===== src/rtl/sprite_line_scheduler.sv =====
// Scanline sprite scheduler: scans the sprite table during hblank, fetches one ROM row per visible sprite,
// and serializes display slots MSB-first. Optional macro SPRITE_COLLISION_EN enables sticky overlap detection.
module sprite_line_scheduler #(
  parameter int NUM_SPRITES = 8,
  parameter int SLOTS       = 4,
  parameter int SPRITE_H    = 16,
  parameter int SCAN_START  = 256,
  parameter int V_TOTAL     = 262,
  localparam int IW = $clog2(NUM_SPRITES),
  localparam int SW = $clog2(SLOTS)
) (
  input  logic          clk,
  input  logic          reset,
  input  logic [8:0]    hpos,
  input  logic [8:0]    vpos,
  input  logic          tbl_we,
  input  logic [IW-1:0] tbl_addr,
  input  logic [8:0]    tbl_x,
  input  logic [8:0]    tbl_y,
  input  logic          tbl_en,
  output logic          rom_req,
  output logic [3:0]    rom_yofs,
  input  logic [7:0]    rom_bits,
  input  logic          rom_ack,
  output logic          gfx,
  output logic [SW-1:0] gfx_slot,
  output logic          overflow,
  output logic          busy,
  output logic          collision
);
  localparam int KW = $clog2(SLOTS + 1);

  // state | meaning
  // IDLE  | waiting for SCAN_START
  // SCAN  | testing table entry idx against the next line
  // FETCH | ROM request outstanding for entry idx
  typedef enum logic [1:0] {IDLE, SCAN, FETCH} state_t;

  state_t                 state, state_nx;
  logic [8:0]             ent_x [NUM_SPRITES];
  logic [8:0]             ent_y [NUM_SPRITES];
  logic [NUM_SPRITES-1:0] ent_en;
  logic [IW-1:0]          idx, idx_nx;
  logic [KW-1:0]          cnt, cnt_nx;
  logic                   overflow_nx;
  logic [3:0]             yofs_nx;
  logic [8:0]             fetch_x, fetch_x_nx;
  logic                   pend_clr, pend_load;
  logic [SLOTS-1:0]       pend_v, disp_v;
  logic [SLOTS-1:0][8:0]  pend_x, disp_x;
  logic [SLOTS-1:0][7:0]  pend_bits, disp_bits;
  logic [SLOTS-1:0][8:0]  off;
  logic [SLOTS-1:0]       pix;
  logic                   line_start, last_ent, hit;
  logic [8:0]             next_y, dy;

  always_ff @(posedge clk or posedge reset) begin
    if (reset) begin
      ent_en <= '0;
      for (int e = 0; e < NUM_SPRITES; e++) begin
        ent_x[e] <= '0;
        ent_y[e] <= '0;
      end
    end else if (tbl_we) begin
      ent_x[tbl_addr]  <= tbl_x;
      ent_y[tbl_addr]  <= tbl_y;
      ent_en[tbl_addr] <= tbl_en;
    end
  end

  // Modulo-512 difference makes sprites near the bottom wrap onto the top lines.
  assign line_start = (hpos == 9'd0);
  assign last_ent   = (idx == IW'(NUM_SPRITES - 1));
  assign next_y     = (vpos == 9'(V_TOTAL - 1)) ? 9'd0 : vpos + 9'd1;
  assign dy         = next_y - ent_y[idx];
  assign hit        = ent_en[idx] && (dy < 9'(SPRITE_H));

  always_comb begin
    state_nx    = state;
    idx_nx      = idx;
    cnt_nx      = cnt;
    overflow_nx = overflow;
    yofs_nx     = rom_yofs;
    fetch_x_nx  = fetch_x;
    pend_clr    = 1'b0;
    pend_load   = 1'b0;
    case (state)
      IDLE: begin
        if (hpos == 9'(SCAN_START)) begin
          state_nx    = SCAN;
          idx_nx      = '0;
          cnt_nx      = '0;
          overflow_nx = 1'b0;
          pend_clr    = 1'b1;
        end
      end
      SCAN: begin
        if (hit) begin
          if (cnt == KW'(SLOTS)) begin
            overflow_nx = 1'b1;
            state_nx    = IDLE;
          end else begin
            state_nx   = FETCH;
            yofs_nx    = dy[3:0];
            fetch_x_nx = ent_x[idx];
          end
        end else if (last_ent) begin
          state_nx = IDLE;
        end else begin
          idx_nx = idx + IW'(1);
        end
      end
      FETCH: begin
        if (rom_ack) begin
          pend_load = 1'b1;
          cnt_nx    = cnt + KW'(1);
          if (last_ent) begin
            state_nx = IDLE;
          end else begin
            state_nx = SCAN;
            idx_nx   = idx + IW'(1);
          end
        end
      end
      default: state_nx = IDLE;
    endcase
    // Line start aborts a late scan; slots already fetched stay in the pending set.
    if (line_start) begin
      state_nx  = IDLE;
      pend_load = 1'b0;
    end
  end

  always_ff @(posedge clk or posedge reset) begin
    if (reset) begin
      state    <= IDLE;
      idx      <= '0;
      cnt      <= '0;
      overflow <= 1'b0;
      rom_yofs <= '0;
      fetch_x  <= '0;
    end else begin
      state    <= state_nx;
      idx      <= idx_nx;
      cnt      <= cnt_nx;
      overflow <= overflow_nx;
      rom_yofs <= yofs_nx;
      fetch_x  <= fetch_x_nx;
    end
  end

  always_ff @(posedge clk or posedge reset) begin
    if (reset) begin
      pend_v    <= '0;
      pend_x    <= '0;
      pend_bits <= '0;
      disp_v    <= '0;
      disp_x    <= '0;
      disp_bits <= '0;
    end else begin
      for (int s = 0; s < SLOTS; s++) begin
        if (pend_clr) begin
          pend_v[s] <= 1'b0;
        end else if (pend_load && cnt == KW'(s)) begin
          pend_v[s]    <= 1'b1;
          pend_x[s]    <= fetch_x;
          pend_bits[s] <= rom_bits;
        end
      end
      if (line_start) begin
        disp_v    <= pend_v;
        disp_x    <= pend_x;
        disp_bits <= pend_bits;
      end
    end
  end

  assign rom_req = (state == FETCH) && !line_start;
  assign busy    = (state != IDLE);

  // Right edge is compared 10 bits wide so sprites near column 511 clip instead of wrapping.
  always_comb begin
    off = '0;
    pix = '0;
    for (int s = 0; s < SLOTS; s++) begin
      off[s] = hpos - disp_x[s];
      pix[s] = disp_v[s] && (hpos >= disp_x[s]) &&
               ({1'b0, hpos} < ({1'b0, disp_x[s]} + 10'd8)) &&
               disp_bits[s][~off[s][2:0]];
    end
  end

  assign gfx = |pix;

  always_comb begin
    gfx_slot = '0;
    for (int s = SLOTS - 1; s >= 0; s--) begin
      if (pix[s]) gfx_slot = SW'(s);
    end
  end

`ifdef SPRITE_COLLISION_EN
  logic coll_r;
  logic multi;
  logic seen;

  always_comb begin
    multi = 1'b0;
    seen  = 1'b0;
    for (int s = 0; s < SLOTS; s++) begin
      if (pix[s] && seen) multi = 1'b1;
      if (pix[s]) seen = 1'b1;
    end
  end

  // Frame start clears the sticky flag, but an overlap on that same pixel still reports.
  assign collision = (coll_r && !(line_start && vpos == 9'd0)) || multi;

  always_ff @(posedge clk or posedge reset) begin
    if (reset) coll_r <= 1'b0;
    else       coll_r <= collision;
  end
`else
  assign collision = 1'b0;
`endif

endmodule


===== config.mk =====
export PLATFORM = sky130hd
export DESIGN_NAME = sprite_line_scheduler
export DESIGN_NICKNAME = d
export VERILOG_FILES = /design/src/rtl/sprite_line_scheduler.sv
export SDC_FILE = /design/constraint.sdc
export NUM_CORES = 1
export LEC_CHECK = 0
export CAP_MARGIN = 10
export CORE_MARGIN = 4
export CORE_UTILIZATION = 40
export DETAILED_ROUTE_END_ITERATION = 10
export SYNTH_ARGS = -nofsm -noshare
export SYNTH_HDL_FRONTEND = slang
export SYNTH_SLANG_ARGS = --single-unit

===== constraint.sdc =====
create_clock -name clk -period 16 [get_ports clk]
set_input_delay 3.2 -clock clk [delete_from_list [all_inputs] [get_ports clk]]
set_output_delay 3.2 -clock clk [all_outputs]
set_load 0.05 [all_outputs]

==> qor_table.md <==
| Step | Parameter | This run |
| --- | --- | --- |
| floorplan | Row Count | 72 |
| global route | Initial antenna violation count | 1 |
| yosys | Post-synthesis cell count | 1183 |
| yosys | Most common flop cell mapped by yosys | sky130_fd_sc_hd__dfrtp_1 |
| detailed routing | Post-DR wirelength/cell | 19.2 µm |
| finish | Layout filler cell count | 3589 |
| sta | Hold violation total from the final report | 0 |
| detailed routing | 1st-iter DRT viols | 346 |
| finish | Share of the core filled with cells | 46.5% |
| floorplan | Chip Width | 206 µm |
| finish | Final cell area excluding filler cells | 0.0180 mm² |
| yosys | Synthesized area divided by synthesized cell count | 13.3 µm² |
| placed design | Port Buf Inserts | 61 |
| setup path | Critical path startpoint category | input port |
| placed design | Placed instance area | 0.0169 mm² |
| power | Static Leakage | 8.22 nW |
| global route | First-pass GRT wire length | 56200 µm |
| hold path | Min-Delay Path Class | reg -> reg |
| detailed routing | Via count | 9505 |
| floorplan | Die height | 206 µm |
| global route | Maximum number of pins on one net before global-route repair | 179 |
| sta | Unrepaired setup endpoints after global routing | false |
| yosys | Combinational family with the most area after synthesis | multiplexers |
| floorplan | Total die area | 0.0425 mm² |
| setup path | Biggest fanout along the worst timing path | 4 |
| yosys | Simple-Gate Fraction of Synth Area | 5.26% |
| yosys | Adder-Cell Fraction of Synth Area | 7.41% |
| hold path | Hold path startpoint | pend_x[35]$_DFFE_PP0P_ |
| clock network | Clock tree from TritonCTS | yes |
| setup path | Reg-to-reg critical path startpoint | idx[0]$_DFFE_PP0P_ |
| placed design | Global placer's final weighted congestion | 0.777 |
| finish | Layout cells sized above 1 | 30.9% |
| floorplan | Initial cell density of the core | 40.5% |
| yosys | Post-synthesis share of cell area spent on xor and xnor gates | 1.78% |
| sta | Clock tree skew after final layout | 0.0217 ns |
| yosys | Top cells by area in the synthesized netlist | sky130_fd_sc_hd__dfrtp_1, sky130_fd_sc_hd__mux2_2, sky130_fd_sc_hd__ha_1 |
| sta | Final worst path period share | 62.2% |
| detailed routing | Number of vias per cell | 5.31 |
| yosys | Post-synth EDFFs | 0 |
| setup path | Critical path origin | hpos[0] |
| finish | Final layout net count | 1392 |
| clock network | CTS Buffer Depth | 3 |
| detailed routing | Number of detailed-routing iterations run before antenna repair | 4 |
| clock network | Source-to-sink clock delay at the later pin of the worst-skew pair | 0.53 ns |
| sta | Slew of the pin with the lowest slew margin | 1.12 ns |
| clock network | Maximum level of the CTS H-tree | 2 |
| global route | Residual overflow from global routing | 0 |
| clock network | Post-cts sizing count | 0 |
| clock network | Post-CTS Hold Buffers | 0 |
| yosys | YS warnings | 0 |
| yosys | Post-synth design cell area | 0.0157 mm² |
| clock network | Root buffer cell | sky130_fd_sc_hd__clkbuf_16 |
| global route | Number of global-route vias before repair | 9956 |
| clock network | Reg clk slew, reported paths | 0.06 ns |
| clock network | Total number of clock tree sinks | 318 |
| yosys | Syn_nets | 1325 |
| job | Number of maximum-capacitance constraint violations | 0 |
| sta | Accumulated negative setup slack | 0 ns |
| sta | Pins Over Slew Limit | 0 |
| yosys | Mux cell area share after synthesis | 26.5% |
| clock network | Number of buffers created by CTS | 34 |
| sta | Fmax | 0.101 GHz |
| yosys | Async S/R FF share, synth | 100% |
| setup path | Critical Path Sink Type | output port |
| finish | Total inserted antenna cells | 0 |
| power | Power per cell area | 132 mW/mm² |
| floorplan | Placeable Area | 0.0387 mm² |
| placed design | Final HPWL from detailed placement | 23100 µm |
| sta | Worst max-slew margin expressed relative to the limit | 24.9% |
| sta | Post-layout minimum cycle time | 9.95 ns |
| setup path | Worst Path Arrival | 6.75 ns |
| yosys | Area fraction of the dominant cell type after synthesis | 50.7% |
| finish | Relative area change from synthesis to final layout | 14.8% |
| detailed routing | DRC violation count after routing | 0 |
| yosys | Number of synthesized register bits | 318 |
| yosys | Share of the synthesized area in compound gates (AO/OA/AOI/OAI) | 5.78% |
| outcome | Run status | complete, no violations |
| global route | Overall track demand over capacity in global routing | 16.8% |
| setup path | Data required time at the worst endpoint | 12.80 ns |
| power | Maximum vdd drop | 0.0000772 V |
| floorplan | I/O pins | 63 |
| yosys | Netlist cell types | 54 |
| detailed routing | Overall routed net length | 34500 µm |
| clock network | Number of setup buffers added after CTS | 0 |
| detailed routing | Number of routed nets with antenna violations | 0 |
| yosys | Cell type with the highest aggregate area in the netlist | sky130_fd_sc_hd__dfrtp_1 |
| sta | Setup-failing EPs final | 0 |
| yosys | Fraction of the yosys area taken by sequential cells | 50.7% |
| setup path | Critical Setup Path Class | in -> out |
==> stage by stage <==
step                setup WS [ns]  hold WS, ns  total power, mW  std cells
global route                 5.78        0.507             2.53       1791
detailed placement           5.98        0.465             1.64       1732
CTS                          5.98        0.473             2.41       1791
global placement             5.99        0.459             1.62       1732
floorplan                    4.00        0.444             1.46       1183
finish                       6.05        0.472             2.38       1791
==> path summary, 6_finish.rpt <==
check	to	slack [ns]	depth (start not counted)
hold reg to reg	disp_x[35]$_DFFE_PP0P_	0.47	2
max in group asynchronous	disp_x[24]$_DFFE_PP0P_	11.15	3
setup reg to reg	rom_yofs[3]$_DFFE_PP0P_	10.85	11
hold / removal	disp_x[35]$_DFFE_PP0P_	0.47	2
setup / recovery	gfx_slot[0]	6.05	14
min in group asynchronous	pend_bits[25]$_DFFE_PP0P_	3.33	2
==> cell usage after synthesis, types with 4 or more instances <==
| master | number |
|---|---|
| sky130_fd_sc_hd__a2111oi_0 | 7 |
| sky130_fd_sc_hd__a21o_1 | 12 |
| sky130_fd_sc_hd__a21oi_1 | 23 |
| sky130_fd_sc_hd__a31oi_1 | 10 |
| sky130_fd_sc_hd__and3_1 | 4 |
| sky130_fd_sc_hd__buf_1 | 9 |
| sky130_fd_sc_hd__buf_2 | 5 |
| sky130_fd_sc_hd__clkbuf_1 | 27 |
| sky130_fd_sc_hd__dfrtp_1 | 318 |
| sky130_fd_sc_hd__fa_1 | 5 |
| sky130_fd_sc_hd__ha_1 | 85 |
| sky130_fd_sc_hd__inv_1 | 56 |
| sky130_fd_sc_hd__mux2_2 | 267 |
| sky130_fd_sc_hd__mux2i_1 | 12 |
| sky130_fd_sc_hd__mux4_2 | 46 |
| sky130_fd_sc_hd__nand2_1 | 71 |
| sky130_fd_sc_hd__nand2b_1 | 7 |
| sky130_fd_sc_hd__nand3_1 | 21 |
| sky130_fd_sc_hd__nor2_1 | 30 |
| sky130_fd_sc_hd__nor2b_1 | 6 |
| sky130_fd_sc_hd__nor3_1 | 11 |
| sky130_fd_sc_hd__nor4_1 | 5 |
| sky130_fd_sc_hd__o211ai_1 | 5 |
| sky130_fd_sc_hd__o21a_1 | 16 |
| sky130_fd_sc_hd__o21ai_0 | 48 |
| sky130_fd_sc_hd__xnor2_1 | 27 |
| sky130_fd_sc_hd__xor2_1 | 5 |
==> per-layer routing <==
layer | share of wire, % | track usage (%) | wire length [µm] | up-vias
met5 | 0.038 | 0 | 13 | -
met4 | 1.9 | 4.06 | 661 | 2
met1 | 47 | 23.5 | 16100 | 4901
li1 | - | - | - | 4433
met2 | 48 | 27.8 | 16500 | 122
met3 | 3.3 | 2.68 | 1130 | 47
==> report_power, final <==
part	internal, mW	switching, mW
clock	0.444	0.320
sequential	0.921	0.0760
combinational	0.316	0.302
==> logic make-up (layout without fill, tap and decap cells) <==
family / Yosys count / count (layout)
other: 1 / 1
buffers and inverters: 101 / 191
AND/OR/NAND/NOR: 174 / 174
adder cells (fa/ha/maj): 90 / 90
flip-flops: 318 / 318
multiplexers: 325 / 325
XOR/XNOR: 32 / 32
AO/OA/AOI/OAI: 142 / 142
==> cell usage in the layout, fill, tap and decap left out, drive strengths merged, types with 6 or more instances in the layout <==
cell type and instances:
a2111oi 7, mux4 46, clkinv 9, nand3 21, mux2 267, ha 85, nor2b 6, o21a 16
clkdlybuf4s50 61, nand2b 7, o21ai 48, a21o 12, clkbuf 49, nand2 71, xnor2 27, nor3 12
dfrtp 318, inv 56, buf 14, a21oi 23, nor2 31, a31oi 10, mux2i 12
==> critical path, cell delays in order <==
cell and delay [ns]:
sky130_fd_sc_hd__clkdlybuf4s50_1 0.47, sky130_fd_sc_hd__inv_1 0.17, sky130_fd_sc_hd__ha_1 0.18, sky130_fd_sc_hd__inv_1 0.05
sky130_fd_sc_hd__fa_1 0.40, sky130_fd_sc_hd__a21oi_1 0.15, sky130_fd_sc_hd__nor2_1 0.05, sky130_fd_sc_hd__o21a_1 0.16
sky130_fd_sc_hd__o21ai_0 0.20, sky130_fd_sc_hd__a21oi_1 0.12, sky130_fd_sc_hd__a211oi_1 0.29, sky130_fd_sc_hd__nand2_1 0.07
sky130_fd_sc_hd__a21boi_0 0.35, sky130_fd_sc_hd__clkdlybuf4s50_1 0.88
==> cell type report <==
cell class	instances	area, µm²	area share (%)
clock buffer	49	1020	5.65
clock inverter	10	77.6	0.430
inverter	57	221	1.23
multi-input combinational	764	7370	40.9
sequential	318	7960	44.2
tap	518	648	3.60
timing repair buffer	75	728	4.04
==> flip-flops by register name, indices dropped and copies added, names as in the netlist <==
name	cells
cnt	3
disp_bits	32
disp_v	4
disp_x	36
ent_en	8
ent_x	72
ent_y	72
fetch_x	9
idx	3
overflow	1
pend_bits	32
pend_v	4
pend_x	36
rom_yofs	4
state	2
Note: power is estimated with default switching activity, not from simulation.
